==> config.mk <==
export PLATFORM = sky130hd
export DESIGN_NAME = wrr_arbiter
export DESIGN_NICKNAME = d
export VERILOG_FILES = /design/src/rtl/wrr_arbiter.sv
export SDC_FILE = /design/constraint.sdc
export NUM_CORES = 1
export LEC_CHECK = 0
export CORE_UTILIZATION = 55
export DETAILED_ROUTE_END_ITERATION = 7
export GPL_ROUTABILITY_DRIVEN = 1
export PLACE_DENSITY = 0.84
export SYNTH_ARGS = -nofsm -noshare
export SYNTH_HDL_FRONTEND = slang
export SYNTH_SLANG_ARGS = --single-unit
==> constraint.sdc <==
create_clock -name clock -period 10.29 [get_ports clock]
set_input_delay 2.058 -clock clock [delete_from_list [all_inputs] [get_ports clock]]
set_output_delay 2.058 -clock clock [all_outputs]
set_load 0.02 [all_outputs]
==> src/rtl/wrr_arbiter.sv <==
// Weighted round-robin arbiter.
// Each requester keeps the grant for ew(k) = max(weight[k], 1) trigger cycles
// while it keeps requesting; lock stretches a grant indefinitely without
// consuming credit. Grant, index and valid are all registered.
module wrr_arbiter #(
    parameter int nReq    = 16,
    parameter int WeightW = 4
) (
    input  logic                       clock,
    input  logic                       reset,
    input  logic                       trigger,
    input  logic [nReq-1:0]            request,
    input  logic [nReq*WeightW-1:0]    weight,
    input  logic                       lock,
    output logic [nReq-1:0]            grant,
    output logic [$clog2(nReq)-1:0]    grant_id,
    output logic                       grant_valid
);

    localparam int IdW = $clog2(nReq);
    // Modulus used to wrap the rotating scan, sized one bit wider than an index.
    localparam logic [IdW:0]   NREQ_W   = (IdW+1)'(nReq);
    localparam logic [IdW-1:0] LAST_IDX = IdW'(nReq - 1);

    generate
        if (nReq < 2) begin : g_bad_nreq
            $error("wrr_arbiter: nReq must be at least 2");
        end
        if (WeightW < 1) begin : g_bad_weightw
            $error("wrr_arbiter: WeightW must be at least 1");
        end
    endgenerate

    // Unpack the flat weight bus into one field per requester.
    logic [WeightW-1:0] weight_arr [nReq];

    generate
        for (genvar gi = 0; gi < nReq; gi++) begin : g_weight
            assign weight_arr[gi] = weight[gi*WeightW +: WeightW];
        end
    endgenerate

    logic [nReq-1:0]    grant_q,       grant_d;
    logic [IdW-1:0]     grant_id_q,    grant_id_d;
    logic               grant_valid_q, grant_valid_d;
    logic [WeightW-1:0] credit_q,      credit_d;
    logic [IdW-1:0]     ptr_q,         ptr_d;

    // Scan helpers: first requester found starting at ptr, wrapping around.
    logic               hold_now;
    logic               found;
    logic [IdW-1:0]     sel;
    logic [IdW:0]       scan_sum;
    logic [IdW-1:0]     scan_idx;
    logic [WeightW-1:0] sel_weight;

    // Next-state: hold the current owner, re-arbitrate, or go idle.
    always_comb begin
        grant_d       = grant_q;
        grant_id_d    = grant_id_q;
        grant_valid_d = grant_valid_q;
        credit_d      = credit_q;
        ptr_d         = ptr_q;
        found         = 1'b0;
        sel           = '0;
        scan_sum      = '0;
        scan_idx      = '0;
        sel_weight    = '0;
        hold_now      = grant_valid_q && request[grant_id_q] &&
                        (lock || (credit_q != '0));

        // Rotating priority search, lowest offset from ptr wins.
        for (int i = 0; i < nReq; i++) begin
            scan_sum = {1'b0, ptr_q} + (IdW+1)'(i);
            if (scan_sum >= NREQ_W) begin
                scan_sum = scan_sum - NREQ_W;
            end
            scan_idx = scan_sum[IdW-1:0];
            if (!found && request[scan_idx]) begin
                found = 1'b1;
                sel   = scan_idx;
            end
        end
        sel_weight = weight_arr[sel];

        if (trigger) begin
            if (hold_now) begin
                // Locked grants keep their credit frozen.
                if (!lock) begin
                    credit_d = credit_q - WeightW'(1);
                end
            end else if (found) begin
                grant_d       = '0;
                grant_d[sel]  = 1'b1;
                grant_id_d    = sel;
                grant_valid_d = 1'b1;
                // A zero weight behaves as weight one: a single beat.
                credit_d      = (sel_weight == '0) ? '0 : sel_weight - WeightW'(1);
                ptr_d         = (sel == LAST_IDX) ? '0 : sel + IdW'(1);
            end else begin
                // Nobody asking: drop the grant, keep index, credit and pointer.
                grant_d       = '0;
                grant_valid_d = 1'b0;
            end
        end
    end

    // State registers with asynchronous clear.
    always_ff @(posedge clock or posedge reset) begin
        if (reset) begin
            grant_q       <= '0;
            grant_id_q    <= '0;
            grant_valid_q <= 1'b0;
            credit_q      <= '0;
            ptr_q         <= '0;
        end else begin
            grant_q       <= grant_d;
            grant_id_q    <= grant_id_d;
            grant_valid_q <= grant_valid_d;
            credit_q      <= credit_d;
            ptr_q         <= ptr_d;
        end
    end

    assign grant       = grant_q;
    assign grant_id    = grant_id_q;
    assign grant_valid = grant_valid_q;

endmodule

==> results of run 1 <==
==> layer usage <==
metal	track usage	up-vias
li1	-	2117
met1	0.557	2436
met2	0.566	305
met3	0.0715	26
met4	0.0808	0
met5	0	-
==> area by class of cell <==
cell class	instances	area [sq um]
clock buffer	6	82.6
fill	621	2400
clock inverter	2	37.5
sequential	29	727
multi-input combinational	407	3640
timing repair buffer	112	1100
inverter	15	56.3
tap	105	131
==> synth_stat cells, types with 4 or more instances <==
cell type,n,area share
clkbuf_1,19,0.015
o22ai_1,6,0.0081
ha_1,13,0.035
a21o_1,4,0.0065
nand3_1,18,0.020
a21oi_1,21,0.023
dfrtp_1,29,0.16
mux4_2,41,0.20
a31oi_1,4,0.0054
nor4_1,10,0.014
a32o_1,12,0.026
a32oi_1,5,0.0095
a211oi_1,7,0.011
mux2i_1,31,0.067
mux4_1,5,0.029
or3_1,6,0.0081
a211o_1,4,0.0076
nor2_1,32,0.026
xnor2_1,5,0.0095
inv_1,12,0.0098
o21ai_0,23,0.025
a22oi_1,5,0.0081
mux2_2,15,0.037
buf_6,9,0.022
nor2b_1,4,0.0054
nand4_1,6,0.0081
nor3_1,9,0.0098
nand2_1,44,0.036
==> registers in the layout, indices dropped and copies added, names as in the netlist <==
name / cells
grant: 16
grant_valid: 1
ptr_q: 4
grant_id: 4
credit_q: 4
==> logic make-up (layout without fill, tap and decap cells) <==
logic type,after synthesis,in the layout,share of synthesized area
AOI/OAI and AO/OA,135,135,0.214
adders and majority gates,13,13,0.0353
xor gates and xnor gates,10,10,0.0223
DFF,29,29,0.157
muxes,96,96,0.344
buffers and inverters,47,135,0.0546
and+or+nand+nor,153,153,0.172
==> through the flow <==
stage	hold slack (ps)	area, sq um
after floorplan	506	4610
after global placement	461	5660
after detailed placement	477	5660
after CTS	496	5780
after global routing	510	5780
final	495	5780
==> worst paths after layout <==
check	cells past startpoint	to	from
worst min-delay path	1	grant[6]	grant[6]
worst max register to register	15	credit_q[0]	ptr_q[1]
max in group asynchronous	2	ptr_q[0]	reset
worst max-delay path	14	credit_q[0]	request[13]
worst min register to register	1	grant[6]	grant[6]
min in group asynchronous	2	grant_id[1]	reset
==> worst reg2reg max path, delay by kind of cell, from the launching register on <==
family	cells	cell delay [ps]
fa+ha+maj	1	910
buf+inv	2	670
mux	2	1330
flops	1	320
simple gates	6	1820
compound gates	4	1570
==> results.yml, run 1 <==
synth:
  synth_warnings: 0
  synth_nets: 580
  ys_ff_latch: 29
  synth_ff_type: "dfrtp_1"
  synthCells: 483
  yosysSeqAreaShare: 0.157
  ys_types: 81
  netlist_area_sq_mm: 0.00461
  async_reset_ff_frac: 1.00
  synth_edf_count: 0
  avgSynthCellArea_sq_um: 9.54
timing:
  slew_violations: 0
  finalSetupTns_ps: 0
  max_slew.worst_pin.slew_ps: 1160
  finClkSkew_ps: 7.69
  fmax_mhz: 138
  period_minus_slack_ps: 7240
  setup_ws_ps: 3050
  hold_violations: 0
  relSlewSlack: 0.228
  rsz0062_at_grt: "false"
  finalSetupViolCount: 0
  post-route-period-util: 0.703
setup_path:
  worst_setup_path_end_kind: "register"
  crit_family: "simple AND/OR/NAND/NOR gates"
  critPathBufInv: 1
  critPathArrivalTime_ps: 7390
  crit_slowest_cell: "mux4_2"
  max_stage_delay_ps: 580
  rrSetupSlack_ps: 3550
  cp_common_cell: "or3_1"
  required_ps: 10450
  critPathKind: "in2reg"
  crit_chain: "clkdlybuf4s50_1, mux4_2, mux2i_1, mux2i_2, or3_1, or2_1, o32a_1, a2111oi_1, o21a_1, nand2_1, or3_1, nand4b_1, nand4_1, a221o_1"
  critPathLaunchType: "input port"
  path_max_fanout: 10
finish:
  layout_commonest_cell: "clkdlybuf4s50_1"
  fin_cells: 676
  drive_gt1_frac: 0.166
  mostFrequentLayoutCells: "clkdlybuf4s50_1 (104), nand2_1 (44), mux4_2 (41)"
  area_growth_pct: 25.3
  insertedDiodeCount: 0
  finish.utilization: 0.706
  nNetsFinal: 667
clocking:
  postCtsHoldBufs: 0
  path_clk_slew_ps: 70
  cts.sinks: 29
  cts_buffers: 5
  clk_path_buf_depth: 2
  post_cts_resized: 0
  cts_root_buf: "clkbuf_8"
  cts_tree: "yes"
  h-tree-depth: 2
  cts_setup_buffers: 0
  insertion_delay_ps: 280
routing:
  dr.max_layer_used: "met4"
  wl_met2_mm: 7.52
  wl_per_cell_um: 23.7
  ant_nets: 0
  met1_length_mm: 6.69
  dr.first_iter.drc_count: 527
  routed-wl-met3_mm: 1.55
  route.vias.total: 4884
  drc_errors: 0
  routed_via_density: 7.22
  first_pass_iters: 7
  wirelength_mm: 16.0
floorplanning:
  die_h_um: 93.5
  io_pins: 105
  num_rows: 33
  start_util: 0.564
  dieArea_sq_mm: 0.00875
  die_w_um: 93.5
  core_area_sq_mm: 0.00818
global_route:
  antenna_found_initial: 0
  grt_use_total: 0.374
  grt_pass1_wl_mm: 25.0
  grt_pass1_vias: 4475
  overflow: 0
  grt_max_degree: 37
place:
  dp.cells: 668
  dp_hpwl_mm: 11.9
  portBuffers: 104
  dp_slack_ps: 2850
  finalWeightedCongestion: 0.990
outcome:
  outcome: "finished clean"
flow_run:
  maxCapViolCount: 0
worst_hold_path:
  hp-class: "reg2reg"
Power of run 1 is left out: the tool's default activity adds up to more than one toggle a clock period on the data nets, which glitch-free logic cannot reach.
==> run 2, diff against run 1 <==
--- a/config.mk
+++ b/config.mk
@@ -5,10 +5,10 @@
 export SDC_FILE = /design/constraint.sdc
 export NUM_CORES = 1
 export LEC_CHECK = 0
-export CORE_UTILIZATION = 55
+export CORE_UTILIZATION = 52
 export DETAILED_ROUTE_END_ITERATION = 7
 export GPL_ROUTABILITY_DRIVEN = 1
-export PLACE_DENSITY = 0.84
+export PLACE_DENSITY = 0.8
 export SYNTH_ARGS = -nofsm -noshare
 export SYNTH_HDL_FRONTEND = slang
 export SYNTH_SLANG_ARGS = --single-unit
==> constraint.sdc (replaced) <==
create_clock -name clock -period 7.2 [get_ports clock]
set_input_delay 1.44 -clock clock [delete_from_list [all_inputs] [get_ports clock]]
set_output_delay 1.44 -clock clock [all_outputs]
set_load 0.02 [all_outputs]
==> results.yml, run 2 (synthesized netlist as in run 1, its figures left out) <==
outcome:
  outcome: "finished clean"
finish:
  drive_gt1_frac: 0.178
  n_fill_cell: 660
  multi_input_area_sq_mm: 0.00364
  seqCellArea_sq_um: 727
  mostFrequentLayoutCells: "clkdlybuf4s50_1 (104), nand2_1 (44), mux4_2 (41)"
  insertedDiodeCount: 0
  layout_commonest_cell: "clkdlybuf4s50_1"
  area_growth_pct: 26.7
  largest_reg_flops: 16
  nNetsFinal: 676
place:
  dp_hpwl_mm: 12.2
  portBuffers: 104
  finalWeightedCongestion: 0.988
clocking:
  h-tree-depth: 2
  cts_root_buf: "clkbuf_8"
  insertion_delay_ps: 280
  postCtsHoldBufs: 0
  cts.sinks: 29
  cts_buffers: 5
  post_cts_resized: 0
  cts_setup_buffers: 0
  cts_tree: "yes"
  path_clk_slew_ps: 60
  clk_path_buf_depth: 2
timing:
  hold_violations: 0
  post-route-period-util: 0.897
  finalSetupTns_ps: 0
  finClkSkew_ps: 3.20
  max_slew.worst_pin.slew_ps: 1150
  fmax_mhz: 155
  period_minus_slack_ps: 6460
  rsz0062_at_grt: "false"
  finalSetupViolCount: 0
  relSlewSlack: 0.236
  slew_violations: 0
routing:
  ant_nets: 0
  route.vias.total: 4848
  wirelength_mm: 15.8
  dr.first_iter.drc_count: 516
  routed_via_density: 7.08
  first_pass_iters: 6
  wl_per_cell_um: 23.0
  drc_errors: 0
global_route:
  grt_use_total: 0.350
  overflow: 0
  grt.busiest_layer: "met2"
  antenna_found_initial: 0
  grt_max_degree: 37
  use_met1: 0.500
  met3_usage: 0.0513
  grt_pass1_vias: 4574
  grt_pass1_wl_mm: 24.3
  use_met2: 0.550
setup_path:
  cp-startpoint: "request[2]"
  critPathKind: "in2reg"
  worst_setup_path_end_kind: "register"
  critPathArrivalTime_ps: 6660
  reg2reg_to: "credit_q[1]"
  rrSetupSlack_ps: 1170
  path_max_fanout: 19
  critPathLaunchType: "input port"
  reg2reg_depth: 14
  required_ps: 7400
  reg2reg_from: "ptr_q[0]"
worst_hold_path:
  hold_depth: 1
  hp-class: "reg2reg"
  hold_end: "grant[5]"
  hold_start: "grant[5]"
floorplanning:
  num_rows: 33
  die_w_um: 96.1
  core_area_sq_mm: 0.00838
  dieArea_sq_mm: 0.00924
  io_pins: 105
  die_h_um: 96.1
  start_util: 0.550
flow_run:
  maxCapViolCount: 0
==> run 2: changes by cell type in the layout (fill, tap and decap cells not counted), sizes merged <==
cell      change
buf           +9
clkbuf        +1
clkinvlp      -1
==> run 2: how the worst max path moves through the flow <==
stage / depth (start not counted) / slack (ps) / to
5_1_grt: 15 / 490 / credit_q[3]
6_report: 14 / 740 / credit_q[1]
2_1_floorplan: 24 / 1470 / credit_q[1]
3_3_place_gp: 14 / 600 / credit_q[1]
4_1_cts: 14 / 780 / credit_q[1]
3_5_place_dp: 14 / 520 / credit_q[1]
==> run 2: layout make-up <==
| class | instances | area share |
|---|---|---|
| clock buffer | 7 | 0.0148 |
| clock inverter | 1 | 0.00514 |
| inverter | 15 | 0.00964 |
| multi-input combinational | 407 | 0.623 |
| sequential | 29 | 0.124 |
| tap | 105 | 0.0225 |
| timing repair buffer | 121 | 0.200 |
==> run 2: worst max-delay path, cell delays in order <==
cell,delay (ps)
clkdlybuf4s50_1,570
mux4_2,580
mux2_2,340
mux2_2,340
or3_1,500
or4_4,640
o22ai_1,360
o31ai_4,300
mux2i_1,200
mux2_1,340
a22oi_1,200
or3b_4,440
a211o_1,280
a21boi_1,140
==> run 2: metal layers <==
metal | share of wire | wire length (um)
met5 | 0 | 0
met3 | 0.095 | 1500
met4 | 0.028 | 446
met1 | 0.40 | 6350
met2 | 0.47 | 7460
==> run 2: stage by stage <==
stage               setup slack (ps)  utilization  cells  hold slack (ps)  instance area [sq um]
floorplan                       1470            -    483              506                   4610
global placement                 604        0.683    677              475                   5720
detailed placement               522        0.683    677              476                   5720
CTS                              782        0.697    685              502                   5840
global route                     485        0.697    685              517                   5840
finish                           740        0.697    685              500                   5840
Power of run 2 is left out for the same reason.
